### src/rtl/keypad_entry_ctrl_if.sv
// keypad_entry_ctrl_if: scanner-side inputs and display-side outputs of keypad_entry_ctrl
//   key_en, key_row, col            : row scanner -> controller
//   digit_left, digit_right         : entered digits (older, newest)
//   new_digit, reject, held         : entry status pulses/level
//   seg_digit, an_left, an_right    : shared seven-segment decoder drive
interface keypad_entry_ctrl_if;
    logic       key_en;
    logic [3:0] key_row;
    logic [3:0] col;
    logic [3:0] digit_left;
    logic [3:0] digit_right;
    logic       new_digit;
    logic       reject;
    logic       held;
    logic [3:0] seg_digit;
    logic       an_left;
    logic       an_right;
    modport master (
        output key_en, key_row, col,
        input  digit_left, digit_right, new_digit, reject, held, seg_digit, an_left, an_right
    );
    modport slave (
        input  key_en, key_row, col,
        output digit_left, digit_right, new_digit, reject, held, seg_digit, an_left, an_right
    );
endinterface

### src/rtl/keypad_entry_ctrl.sv
// keypad_entry_ctrl: one digit per key press into a two-digit entry, multiplexed onto one decoder
//   clk   : scan/system clock
//   reset : asynchronous, active-low
//   kp    : slave side of keypad_entry_ctrl_if (scanner inputs, digit/status/display outputs)
module keypad_entry_ctrl #(
    parameter int RELEASE_CYCLES = 8,
    parameter int MUX_DIV        = 1
) (
    input logic                clk,
    input logic                reset,
    keypad_entry_ctrl_if.slave kp
);
    typedef enum logic {IDLE, HOLD} state_t;
    // nibble {row_idx, col_idx} holds the key code; row 0 is the low 16 bits
    localparam logic [63:0] KEY_MAP  = 64'hDF0E_C987_B654_A321;
    localparam logic [7:0]  REL_LAST = 8'(RELEASE_CYCLES - 1);
    localparam logic [7:0]  MUX_LAST = 8'(MUX_DIV - 1);
    state_t     state_q, state_d;
    logic [3:0] left_q, left_d, right_q, right_d;
    logic       new_q, new_d, rej_q, rej_d;
    logic [7:0] rel_cnt_q, rel_cnt_d, mux_cnt_q, mux_cnt_d;
    logic       sel_q, sel_d;
    logic [1:0] r, c;
    logic [3:0] code;
    logic       valid;
    // one-hot to index; only meaningful when valid
    assign r     = {kp.key_row[3] | kp.key_row[2], kp.key_row[3] | kp.key_row[1]};
    assign c     = {kp.col[3] | kp.col[2], kp.col[3] | kp.col[1]};
    assign code  = KEY_MAP[{r, c, 2'b00} +: 4];
    assign valid = $onehot(kp.key_row) && $onehot(kp.col);
    always_comb begin
        state_d   = state_q;
        left_d    = left_q;
        right_d   = right_q;
        new_d     = 1'b0;
        rej_d     = 1'b0;
        rel_cnt_d = rel_cnt_q;
        if (state_q == IDLE) begin
            if (kp.key_en && valid) begin
                left_d    = right_q;
                right_d   = code;
                new_d     = 1'b1;
                state_d   = HOLD;
                rel_cnt_d = '0;
            end else if (kp.key_en) begin
                rej_d = 1'b1;
            end
        end else if (kp.col != 4'd0) begin
            rel_cnt_d = '0;
        end else if (rel_cnt_q == REL_LAST) begin
            state_d   = IDLE;
            rel_cnt_d = '0;
        end else begin
            rel_cnt_d = rel_cnt_q + 8'd1;
        end
        mux_cnt_d = (mux_cnt_q == MUX_LAST) ? 8'd0 : mux_cnt_q + 8'd1;
        sel_d     = sel_q ^ (mux_cnt_q == MUX_LAST);
    end
    always_ff @(posedge clk or negedge reset) begin
        if (!reset) begin
            state_q   <= IDLE;
            left_q    <= '0;
            right_q   <= '0;
            new_q     <= 1'b0;
            rej_q     <= 1'b0;
            rel_cnt_q <= '0;
            mux_cnt_q <= '0;
            sel_q     <= 1'b0;
        end else begin
            state_q   <= state_d;
            left_q    <= left_d;
            right_q   <= right_d;
            new_q     <= new_d;
            rej_q     <= rej_d;
            rel_cnt_q <= rel_cnt_d;
            mux_cnt_q <= mux_cnt_d;
            sel_q     <= sel_d;
        end
    end
    assign kp.digit_left  = left_q;
    assign kp.digit_right = right_q;
    assign kp.new_digit   = new_q;
    assign kp.reject      = rej_q;
    assign kp.held        = (state_q == HOLD);
    assign kp.seg_digit   = sel_q ? left_q : right_q;
    assign kp.an_left     = ~sel_q;
    assign kp.an_right    = sel_q;
endmodule

### src/flat_wrapper.sv
// flat-port wrapper written by rule: the top's interface ports become plain ports
module keypad_entry_ctrl_flat 
#(
    parameter int RELEASE_CYCLES = 8,
    parameter int MUX_DIV        = 1
)
  (clk, reset, kp_key_en, kp_key_row, kp_col, kp_digit_left, kp_digit_right, kp_new_digit, kp_reject, kp_held, kp_seg_digit, kp_an_left, kp_an_right);
  keypad_entry_ctrl_if kp_i ();
  input logic clk;
  input logic reset;
  input wire logic [$bits(kp_i.key_en)-1:0] kp_key_en;
  input wire logic [$bits(kp_i.key_row)-1:0] kp_key_row;
  input wire logic [$bits(kp_i.col)-1:0] kp_col;
  output wire logic [$bits(kp_i.digit_left)-1:0] kp_digit_left;
  output wire logic [$bits(kp_i.digit_right)-1:0] kp_digit_right;
  output wire logic [$bits(kp_i.new_digit)-1:0] kp_new_digit;
  output wire logic [$bits(kp_i.reject)-1:0] kp_reject;
  output wire logic [$bits(kp_i.held)-1:0] kp_held;
  output wire logic [$bits(kp_i.seg_digit)-1:0] kp_seg_digit;
  output wire logic [$bits(kp_i.an_left)-1:0] kp_an_left;
  output wire logic [$bits(kp_i.an_right)-1:0] kp_an_right;
  assign kp_i.key_en = kp_key_en;
  assign kp_i.key_row = kp_key_row;
  assign kp_i.col = kp_col;
  assign kp_digit_left = kp_i.digit_left;
  assign kp_digit_right = kp_i.digit_right;
  assign kp_new_digit = kp_i.new_digit;
  assign kp_reject = kp_i.reject;
  assign kp_held = kp_i.held;
  assign kp_seg_digit = kp_i.seg_digit;
  assign kp_an_left = kp_i.an_left;
  assign kp_an_right = kp_i.an_right;
  keypad_entry_ctrl #(.RELEASE_CYCLES(RELEASE_CYCLES), .MUX_DIV(MUX_DIV)) u_core (.clk(clk), .reset(reset), .kp(kp_i));
endmodule
### config.mk
export PLATFORM = sky130hd
export DESIGN_NAME = keypad_entry_ctrl_flat
export DESIGN_NICKNAME = d
export VERILOG_FILES = /design/src/rtl/keypad_entry_ctrl_if.sv /design/src/rtl/keypad_entry_ctrl.sv /design/src/flat_wrapper.sv
export SDC_FILE = /design/constraint.sdc
export NUM_CORES = 1
export LEC_CHECK = 0
export ABC_CLOCK_PERIOD_IN_PS = 1750
export BUFFER_PORTS_ARGS = -buffer_cell sky130_fd_sc_hd__buf_2
export CORE_AREA = 2 2 68 70
export CTS_BUF_LIST = sky130_fd_sc_hd__clkbuf_2 sky130_fd_sc_hd__clkbuf_4 sky130_fd_sc_hd__clkbuf_8
export CTS_CLUSTER_DIAMETER = 30
export DETAILED_ROUTE_END_ITERATION = 6
export DIE_AREA = 0 0 70 72
export PLACE_DENSITY = 0.7
export SKIP_LAST_GASP = 1
export SLEW_MARGIN = 40
export SYNTH_ARGS = -nofsm -noshare
export SYNTH_HDL_FRONTEND = slang
export SYNTH_SLANG_ARGS = --single-unit
### constraint.sdc
create_clock -name clk -period 1.75 [get_ports clk]
set_clock_uncertainty 0.2 [all_clocks]
set_input_delay 0.2625 -clock clk [delete_from_list [all_inputs] [get_ports clk]]
set_output_delay 0.2625 -clock clk [all_outputs]
set_load 0.1 [all_outputs]
==> impl_metrics.toml, run 1 <==
[status]
outcome = "finished with violations"
violations = "negative setup slack"

[power_and_ir_drop]
switchingPower_mw = 1.44
clkPwrFrac_pct = 17.5
power_density_nw_per_um2 = 1170
power_frac_seq_pct = 29.4
comb_power_share_pct = 53.0
p_int_mw = 1.49
power_mw = 2.92
cellLeakagePower_nw = 1.17
irDropWorstVdd_mv = 0.732
swShare_pct = 49.2

[synthesis]
syn-cell-area_sq_um = 1640
syn_nets = 185
async_flop_share_pct = 100
ys_ff_latch = 28
synth.distinct_cells = 31
ys_seq_area_share_pct = 42.6
netlist_top_cells_count = "dfrtp_1 (28), ha_1 (16), nand2_1 (14)"
synth_top_area_cell = "dfrtp_1"
syn_inst = 156
yosys_warnings = 0
synth_edf_count = 0
synth_area_leaders = "dfrtp_1 (43%), ha_1 (12%), mux2_2 (5.5%), xnor2_1 (3.7%), nand3_1 (3.3%)"
yosysMostFrequentCell = "dfrtp_1"
ys.flop_type = "dfrtp_1"
avgSynthCellArea_sq_um = 10.5
synth_top_area_share_pct = 42.6

[setup_path]
endpoint_kind = "register"
critPathLaunchType = "primary input"
cp_max_fo = 5
cp_slowest_cell = "fa_1"
critPathMaxStageDelay_ns = 0.48
worst-setup-path-type = "primary input to register"
crit_chain = "buf_6 -> inv_4 -> ha_4 -> ha_4 -> fa_1 -> nor2b_4 -> nand4_1 -> buf_6 -> mux2_4"
critPathRequiredTime_ns = 1.72
worst-endpoint-arrival_ns = 1.96

[detailed_routing]
drt_wl_total_um = 3640
wl_per_cell_um = 13.4
dr.pass1.iters = 4
postRouteAntennaNets = 0
avgViaCountPerCell = 5.02
drt_iter0_drc = 54
remaining_drc_errors = 0
vias = 1360

[final_layout]
final_nets = 249
area_growth_pct = 52.1
finalNonFillerCells = 271
drive_gt1_share_pct = 52.1
nFillCells = 342
fin_util_pct = 58.7
diodes = 0
design_area_sq_um = 2500

[floorplan]
dieArea_sq_um = 5040
num_io_pins = 28
die_h_um = 72
start_util_pct = 38.6
die_x_um = 70
rows = 24
coreArea_sq_um = 4260

[timing]
max_freq_mhz = 503
slew_headroom_pct = 59.1
final.period_utilization_pct = 114
worstMarginPinSlew_ns = 0.614
finalSetupViolations = 20
rsz0062_at_grt = "true"
hold_viol = 0
min_period_ns = 1.99
setup_ws_ns = -0.237
slew_violations = 0
whs_ns = 0.260
fin_setup_tns_ns = -2.82

[clocking]
htree_levels = 1
root_buffer = "clkbuf_8"
insertion_delay_ns = 0.28
clkTransAtPathRegs_ns = 0.10
cts_sinks = 28
cts_tree = "done"
numCtsBuffers = 3
cts_max_path_buffers = 2

[global_route]
grt_pass1_wl_um = 6500
grt.total_usage_pct = 16.4
antenna_found_initial = 0
grt_max_degree = 29
grt_overflow = 0
first_global_vias = 1425

[placed_design]
dpl-instance-area_sq_um = 2200
dp_hpwl_um = 2590
port_buffers = 27
gp_congestion = 0.807
dp_cells = 255
dp_slack_ns = -0.691

[worst_hold_path]
hold_class = "primary input to register"

[job]
drv_cap = 0
==> final timing paths <==
check | from | end | slack [ns] | cells past startpoint
min | kp_key_en | u_core.kp.reject$_DFF_PN0_ | 0.26 | 3
max in group asynchronous | reset | u_core.kp.an_right$_DFF_PN0_ | 0.56 | 2
max reg2reg | u_core.mux_cnt_q[0]$_DFF_PN0_ | u_core.kp.an_right$_DFF_PN0_ | -0.01 | 5
min reg2reg | u_core.mux_cnt_q[7]$_DFF_PN0_ | u_core.mux_cnt_q[7]$_DFF_PN0_ | 0.28 | 1
min in group asynchronous | reset | u_core.kp.digit_left[3]$_DFFE_PN0P_ | 0.33 | 2
max | kp_key_row[2] | u_core.kp.digit_left[3]$_DFFE_PN0P_ | -0.24 | 9
==> timing repair <==
item                       CTS  global route
resized for setup           36             3
hold buffers                 1             0
pin swaps                   20             8
cloned                       2             0
setup endpoints to repair   23            27
hold endpoints to repair    28             0
buffers inserted             9             1
==> state kept, by name (all words and copies together) (netlist names) <==
register	count
u_core.kp.digit_right	4
u_core.kp.an_right	1
u_core.kp.held	1
u_core.rel_cnt_q	8
u_core.mux_cnt_q	8
u_core.kp.reject	1
u_core.kp.new_digit	1
u_core.kp.digit_left	4
==> metal layers <==
metal | vias to the layer above | wire (um) | track usage, %
li1 | 666 | - | -
met1 | 644 | 1550 | 19.3
met2 | 40 | 1850 | 29.0
met3 | 10 | 143 | 3.47
met4 | 0 | 100 | 7.26
met5 | - | 0 | 0
==> power by group through the flow <==
stage | clock [mW] | sequential [mW] | combinational (mW)
after global routing | 0.564 | 0.883 | 1.61
after floorplan | 0 | 1.47 | 0.434
after CTS | 0.531 | 0.858 | 1.54
after detailed placement | 0 | 0.854 | 1.40
after global placement | 0 | 0.847 | 1.38
final | 0.512 | 0.861 | 1.55
==> cells by family (layout without fill, tap and decap cells) <==
group	count (synthesis)	in the layout	share of synthesized area, %
and+or+nand+nor	55	55	18.4
DFF	28	28	42.6
AOI/OAI and AO/OA	22	23	9.21
adders and majority gates	18	18	14.6
buffers and inverters	15	77	3.50
xor gates and xnor gates	9	9	4.79
muxes	9	9	6.85
==> area by class of cell <==
cell class / count / area [sq um] / area share [%]
multi-input combinational: 114 / 1050 / 41.8
sequential: 28 / 714 / 28.6
timing repair buffer: 60 / 524 / 21.0
inverter: 13 / 80.1 / 3.20
tap: 52 / 65.1 / 2.60
clock buffer: 3 / 41.3 / 1.65
clock inverter: 1 / 30.0 / 1.20
==> layout by cell type, fill, tap and decap left out, types with 4 or more instances in the layout <==
master / n
a21oi_1: 4
and3_1: 4
buf_12: 5
buf_2: 16
buf_4: 26
buf_6: 11
dfrtp_1: 19
dfrtp_2: 8
ha_1: 9
ha_4: 6
inv_1: 6
inv_4: 4
mux2_2: 7
nand2_1: 10
nand2_2: 4
nand3_1: 11
nor2_1: 9
o21ai_1: 7
xnor2_1: 7
==> worst max-delay path: cells and delay by family <==
family | cells | cell delay, ns
adder cells (fa/ha/maj) | 3 | 0.83
AND/OR/NAND/NOR | 2 | 0.28
multiplexers | 1 | 0.28
buffers and inverters | 3 | 0.31
(Power assumes the default switching activity.)
==> inputs of run 2 (changes only) <==
--- a/config.mk
+++ b/config.mk
@@ -12,6 +12,7 @@
 export CTS_CLUSTER_DIAMETER = 30
 export DETAILED_ROUTE_END_ITERATION = 6
 export DIE_AREA = 0 0 70 72
+export MAX_ROUTING_LAYER = met4
 export PLACE_DENSITY = 0.7
 export SKIP_LAST_GASP = 1
 export SLEW_MARGIN = 40
==> impl_metrics.toml, run 2 (synthesized netlist as in run 1, its figures left out) <==
[status]
outcome = "finished with violations"
violations = "negative setup slack"

[floorplan]
die_h_um = 72
die_x_um = 70
dieArea_sq_um = 5040
coreArea_sq_um = 4260
start_util_pct = 38.6
num_io_pins = 28
rows = 24

[final_layout]
diodes = 0
multi_input_area_sq_um = 1050
final_common_cell = "buf_4"
regArea_sq_um = 714
reg_top3 = "u_core.mux_cnt_q: 8 flops, u_core.rel_cnt_q: 8 flops"
final_nets = 249
layout_common_cells = "buf_4 (26), dfrtp_1 (19), buf_2 (16)"
area_growth_pct = 52.1
drive_gt1_share_pct = 52.1
nFillCells = 342
fin_util_pct = 58.7

[power_and_ir_drop]
irDropWorstVdd_mv = 0.732
power_density_nw_per_um2 = 1170
cellLeakagePower_nw = 1.17

[clocking]
cts_max_path_buffers = 2
root_buffer = "clkbuf_8"
cts_sinks = 28
cts_tree = "done"
numCtsBuffers = 3
htree_levels = 1
clkTransAtPathRegs_ns = 0.10
insertion_delay_ns = 0.28

[detailed_routing]
remaining_drc_errors = 0
wl_per_cell_um = 13.4
dr.pass1.iters = 4
drt_wl_total_um = 3640
postRouteAntennaNets = 0
avgViaCountPerCell = 5.02
vias = 1360
drt_iter0_drc = 52

[placed_design]
gp_congestion = 0.819
dp_hpwl_um = 2590
port_buffers = 27

[timing]
worstMarginPinSlew_ns = 0.614
slew_headroom_pct = 59.0
finalSetupViolations = 20
slew_violations = 0
rsz0062_at_grt = "true"
final.period_utilization_pct = 114
whs_ns = 0.260
hold_viol = 0
min_period_ns = 1.99
max_freq_mhz = 503
setup_ws_ns = -0.237

[global_route]
grt_max_degree = 29
grt_pass1_wl_um = 6500
first_global_vias = 1426
grt.total_usage_pct = 16.9
antenna_found_initial = 0
grt_overflow = 0

[setup_path]
r2r_slack_ns = -0.01
crit_cells = 9
endpoint = "u_core.kp.digit_left[3]$_DFFE_PN0P_"
worst_r2r_path_depth = 5
worst-endpoint-arrival_ns = 1.96
critPathRequiredTime_ns = 1.72
critPathMaxStageDelay_ns = 0.48
cp_max_fo = 5
reg2reg_from = "u_core.mux_cnt_q[0]$_DFF_PN0_"
cp-startpoint = "kp_key_row[2]"
r2r-end = "u_core.kp.an_right$_DFF_PN0_"
endpoint_kind = "register"
crit_buf_inv = 3
worst-setup-path-type = "primary input to register"
cp_slowest_cell = "fa_1"
critPathLaunchType = "primary input"
crit_chain = "buf_6 -> inv_4 -> ha_4 -> ha_4 -> fa_1 -> nor2b_4 -> nand4_1 -> buf_6 -> mux2_4"
cp_top_family = "adder cells"

[worst_hold_path]
hold_class = "primary input to register"

[job]
drv_cap = 0
[run 2: final cells by class]
type	count	area share (%)
multi-input combinational	114	41.8
sequential	28	28.6
timing repair buffer	60	21.0
inverter	13	3.20
tap	52	2.60
clock buffer	3	1.65
clock inverter	1	1.20
[run 2: how the worst min path moves through the flow]
stage	to	start	slack [ns]	depth (start not counted)
floorplan	u_core.kp.digit_left[0]$_DFFE_PN0P_	reset	-0.23	0
global placement	u_core.kp.new_digit$_DFF_PN0_	reset	0.11	1
detailed placement	u_core.kp.digit_left[3]$_DFFE_PN0P_	reset	0.11	1
CTS	u_core.kp.held$_DFF_PN0_	kp_key_en	0.24	3
global route	u_core.kp.held$_DFF_PN0_	kp_key_en	0.25	3
finish	u_core.kp.reject$_DFF_PN0_	kp_key_en	0.26	3
[run 2: metal layers]
metal	share of wire [%]	GRT usage, %	vias up
li1	-	-	666
met1	42	19.3	644
met2	51	29.0	40
met3	4.0	3.47	10
met4	2.7	7.26	0
met5	0	-	-
[run 2: stage by stage]
step | power, mW | area, sq um | setup TNS, ns | setup WS (ns) | cells
final | 2.92 | 2500 | -2.82 | -0.237 | 271
after global routing | 3.05 | 2500 | -3.82 | -0.253 | 271
after CTS | 2.93 | 2490 | -2.54 | -0.232 | 271
after detailed placement | 2.25 | 2200 | -11.45 | -0.691 | 255
after global placement | 2.23 | 2200 | -10.32 | -0.636 | 255
after floorplan | 1.90 | 1780 | -5.66 | -0.520 | 156
[run 2: worst reg2reg max path, cell delays in order (launching register included)]
cell     delay (ns)
dfrtp_1        0.39
inv_1          0.06
ha_1           0.14
or4b_4         0.46
nor4_4         0.28
xnor2_1        0.12
[run 2: timing repair]
item / 4_1_cts / 5_1_grt
setup buffers: 9 / 1
resized for setup: 36 / 3
hold buffers: 1 / 0
cloned: 2 / 0
endpoints found under the hold margin: 28 / 0
endpoints found under the setup margin: 23 / 27
pin swaps: 20 / 8
[run 2: report_power, final]
part	internal [mW]	leakage [nW]	switching (mW)	total [mW]
logic	0.429	0.771	1.12	1.55
clock network	0.306	0.0357	0.206	0.512
registers	0.750	0.366	0.111	0.861
==> inputs of run 3 (changes only) <==
==> constraint.sdc (replaced) <==
create_clock -name clk -period 1.75 [get_ports clk]
set_clock_uncertainty 0.2 [all_clocks]
set_input_delay 0.175 -clock clk [delete_from_list [all_inputs] [get_ports clk]]
set_output_delay 0.175 -clock clk [all_outputs]
set_load 0.1 [all_outputs]
==> impl_metrics.toml, run 3 (synthesized netlist as in run 1, its figures left out) <==
[timing]
hold_viol = 0
max_freq_mhz = 518
setup_ws_ns = -0.180
finalSetupViolations = 18
min_period_ns = 1.93
whs_ns = 0.157
worstMarginPinSlew_ns = 0.628
final.period_utilization_pct = 110
slew_violations = 0
rsz0062_at_grt = "true"
slew_headroom_pct = 58.1

[detailed_routing]
wl_per_cell_um = 13.5
drt_iter0_drc = 73
vias = 1302
remaining_drc_errors = 0
drt_wl_total_um = 3540
avgViaCountPerCell = 4.97
postRouteAntennaNets = 0
dr.pass1.iters = 4

[clocking]
cts_max_path_buffers = 2
cts_sinks = 28
cts_tree = "done"
insertion_delay_ns = 0.27
numCtsBuffers = 3
root_buffer = "clkbuf_8"
clkTransAtPathRegs_ns = 0.09
htree_levels = 1

[final_layout]
area_growth_pct = 49.2
reg_top3 = "u_core.mux_cnt_q: 8 flops, u_core.rel_cnt_q: 8 flops"
fin_util_pct = 57.5
drive_gt1_share_pct = 52.9
final_nets = 240
diodes = 0
final_common_cell = "buf_4"
finalNonFillerCells = 262
layout_common_cells = "buf_4 (20), dfrtp_1 (19), buf_2 (16)"

[setup_path]
crit_buf_inv = 3
worst-setup-path-type = "primary input to register"
cp_top_family = "adder cells"
endpoint_kind = "register"
critPathMaxStageDelay_ns = 0.49
critPathRequiredTime_ns = 1.72
cp_slowest_cell = "fa_1"
critPathLaunchType = "primary input"
cp_max_fo = 8
crit_chain = "buf_8 -> inv_6 -> ha_4 -> ha_4 -> fa_1 -> nor2_4 -> nand4_1 -> buf_6 -> mux2_4"
cp_common_cell = "ha_4"
worst-endpoint-arrival_ns = 1.90

[global_route]
grt_pass1_wl_um = 6060
grt.busiest_layer = "met2"
antenna_found_initial = 0
grt.total_usage_pct = 15.5
grt_use_met2_pct = 28.3
grt_max_degree = 29
first_global_vias = 1359
grt_overflow = 0
gr-usage-met1_pct = 17.9
grt.met3_usage_pct = 1.94

[floorplan]
start_util_pct = 38.6
dieArea_sq_um = 5040
rows = 24
die_h_um = 72
die_x_um = 70
num_io_pins = 28
coreArea_sq_um = 4260

[job]
drv_cap = 0

[placed_design]
dp_slack_ns = -0.561
dp_cells = 252
gp_congestion = 0.850
dp_hpwl_um = 2450
port_buffers = 27

[power_and_ir_drop]
irDropWorstVdd_mv = 0.694
cellLeakagePower_nw = 1.18
power_density_nw_per_um2 = 1200

[status]
violations = "negative setup slack"
outcome = "finished with violations"

[worst_hold_path]
hold_class = "primary input to register"
-- run 3: path summary, 6_finish.rpt --
path / start / cells past startpoint / slack [ns] / to
min reg2reg: u_core.mux_cnt_q[7]$_DFF_PN0_ / 1 / 0.30 / u_core.mux_cnt_q[7]$_DFF_PN0_
max: kp_col[3] / 9 / -0.18 / u_core.kp.digit_left[3]$_DFFE_PN0P_
min: kp_key_en / 3 / 0.16 / u_core.kp.reject$_DFF_PN0_
max in group asynchronous: reset / 2 / 0.64 / u_core.kp.held$_DFF_PN0_
max reg2reg: u_core.rel_cnt_q[5]$_DFFE_PN0P_ / 4 / -0.02 / u_core.rel_cnt_q[3]$_DFFE_PN0P_
min in group asynchronous: reset / 2 / 0.25 / u_core.mux_cnt_q[3]$_DFF_PN0_
-- run 3: stage by stage --
| step | power [mW] | area, sq um | setup TNS, ns |
|---|---|---|---|
| final | 2.95 | 2450 | -1.72 |
| after global routing | 3.07 | 2450 | -2.94 |
| after CTS | 2.93 | 2400 | -1.46 |
| after detailed placement | 2.24 | 2160 | -9.18 |
| after global placement | 2.24 | 2160 | -8.70 |
| after floorplan | 1.91 | 1780 | -4.17 |
-- run 3: worst register-to-register path, cell delays in order, from the launching register on --
cell	delay, ns
dfrtp_1	0.39
or4_4	0.57
o31ai_4	0.25
or3_1	0.18
nand3_2	0.08
-- run 3: where the power goes --
group / leakage [nW] / total (mW) / internal [mW] / switching [mW]
Clock: 0.0357 / 0.508 / 0.306 / 0.202
Combinational: 0.777 / 1.60 / 0.457 / 1.15
Sequential: 0.365 / 0.842 / 0.755 / 0.0866
Total: 1.18 / 2.95 / 1.52 / 1.43
-- run 3: cell type report --
cell class / count / area, sq um
Fill cell: 355 / 1810
Multi-Input combinational cell: 113 / 1060
Sequential cell: 28 / 714
Timing Repair Buffer: 52 / 464
Inverter: 13 / 82.6
Tap cell: 52 / 65.1
Clock buffer: 3 / 41.3
Clock inverter: 1 / 30.0
-- run 3: routing by layer --
layer / wire [um] / share of wire (%) / up-vias
met4: 29 / 0.82 / 0
met5: 0 / 0 / -
met1: 1550 / 44 / 633
met2: 1880 / 53 / 19
li1: - / - / 648
met3: 77 / 2.2 / 2
-- run 3: timing repair --
| item | 4_1_cts | 5_1_grt |
|---|---|---|
| gates resized for setup | 37 | 14 |
| buffers inserted | 5 | 0 |
| hold buffers | 1 | 0 |
| pin swaps | 16 | 7 |
| hold endpoints to repair | 28 | 0 |
| endpoints found under the setup margin | 18 | 21 |
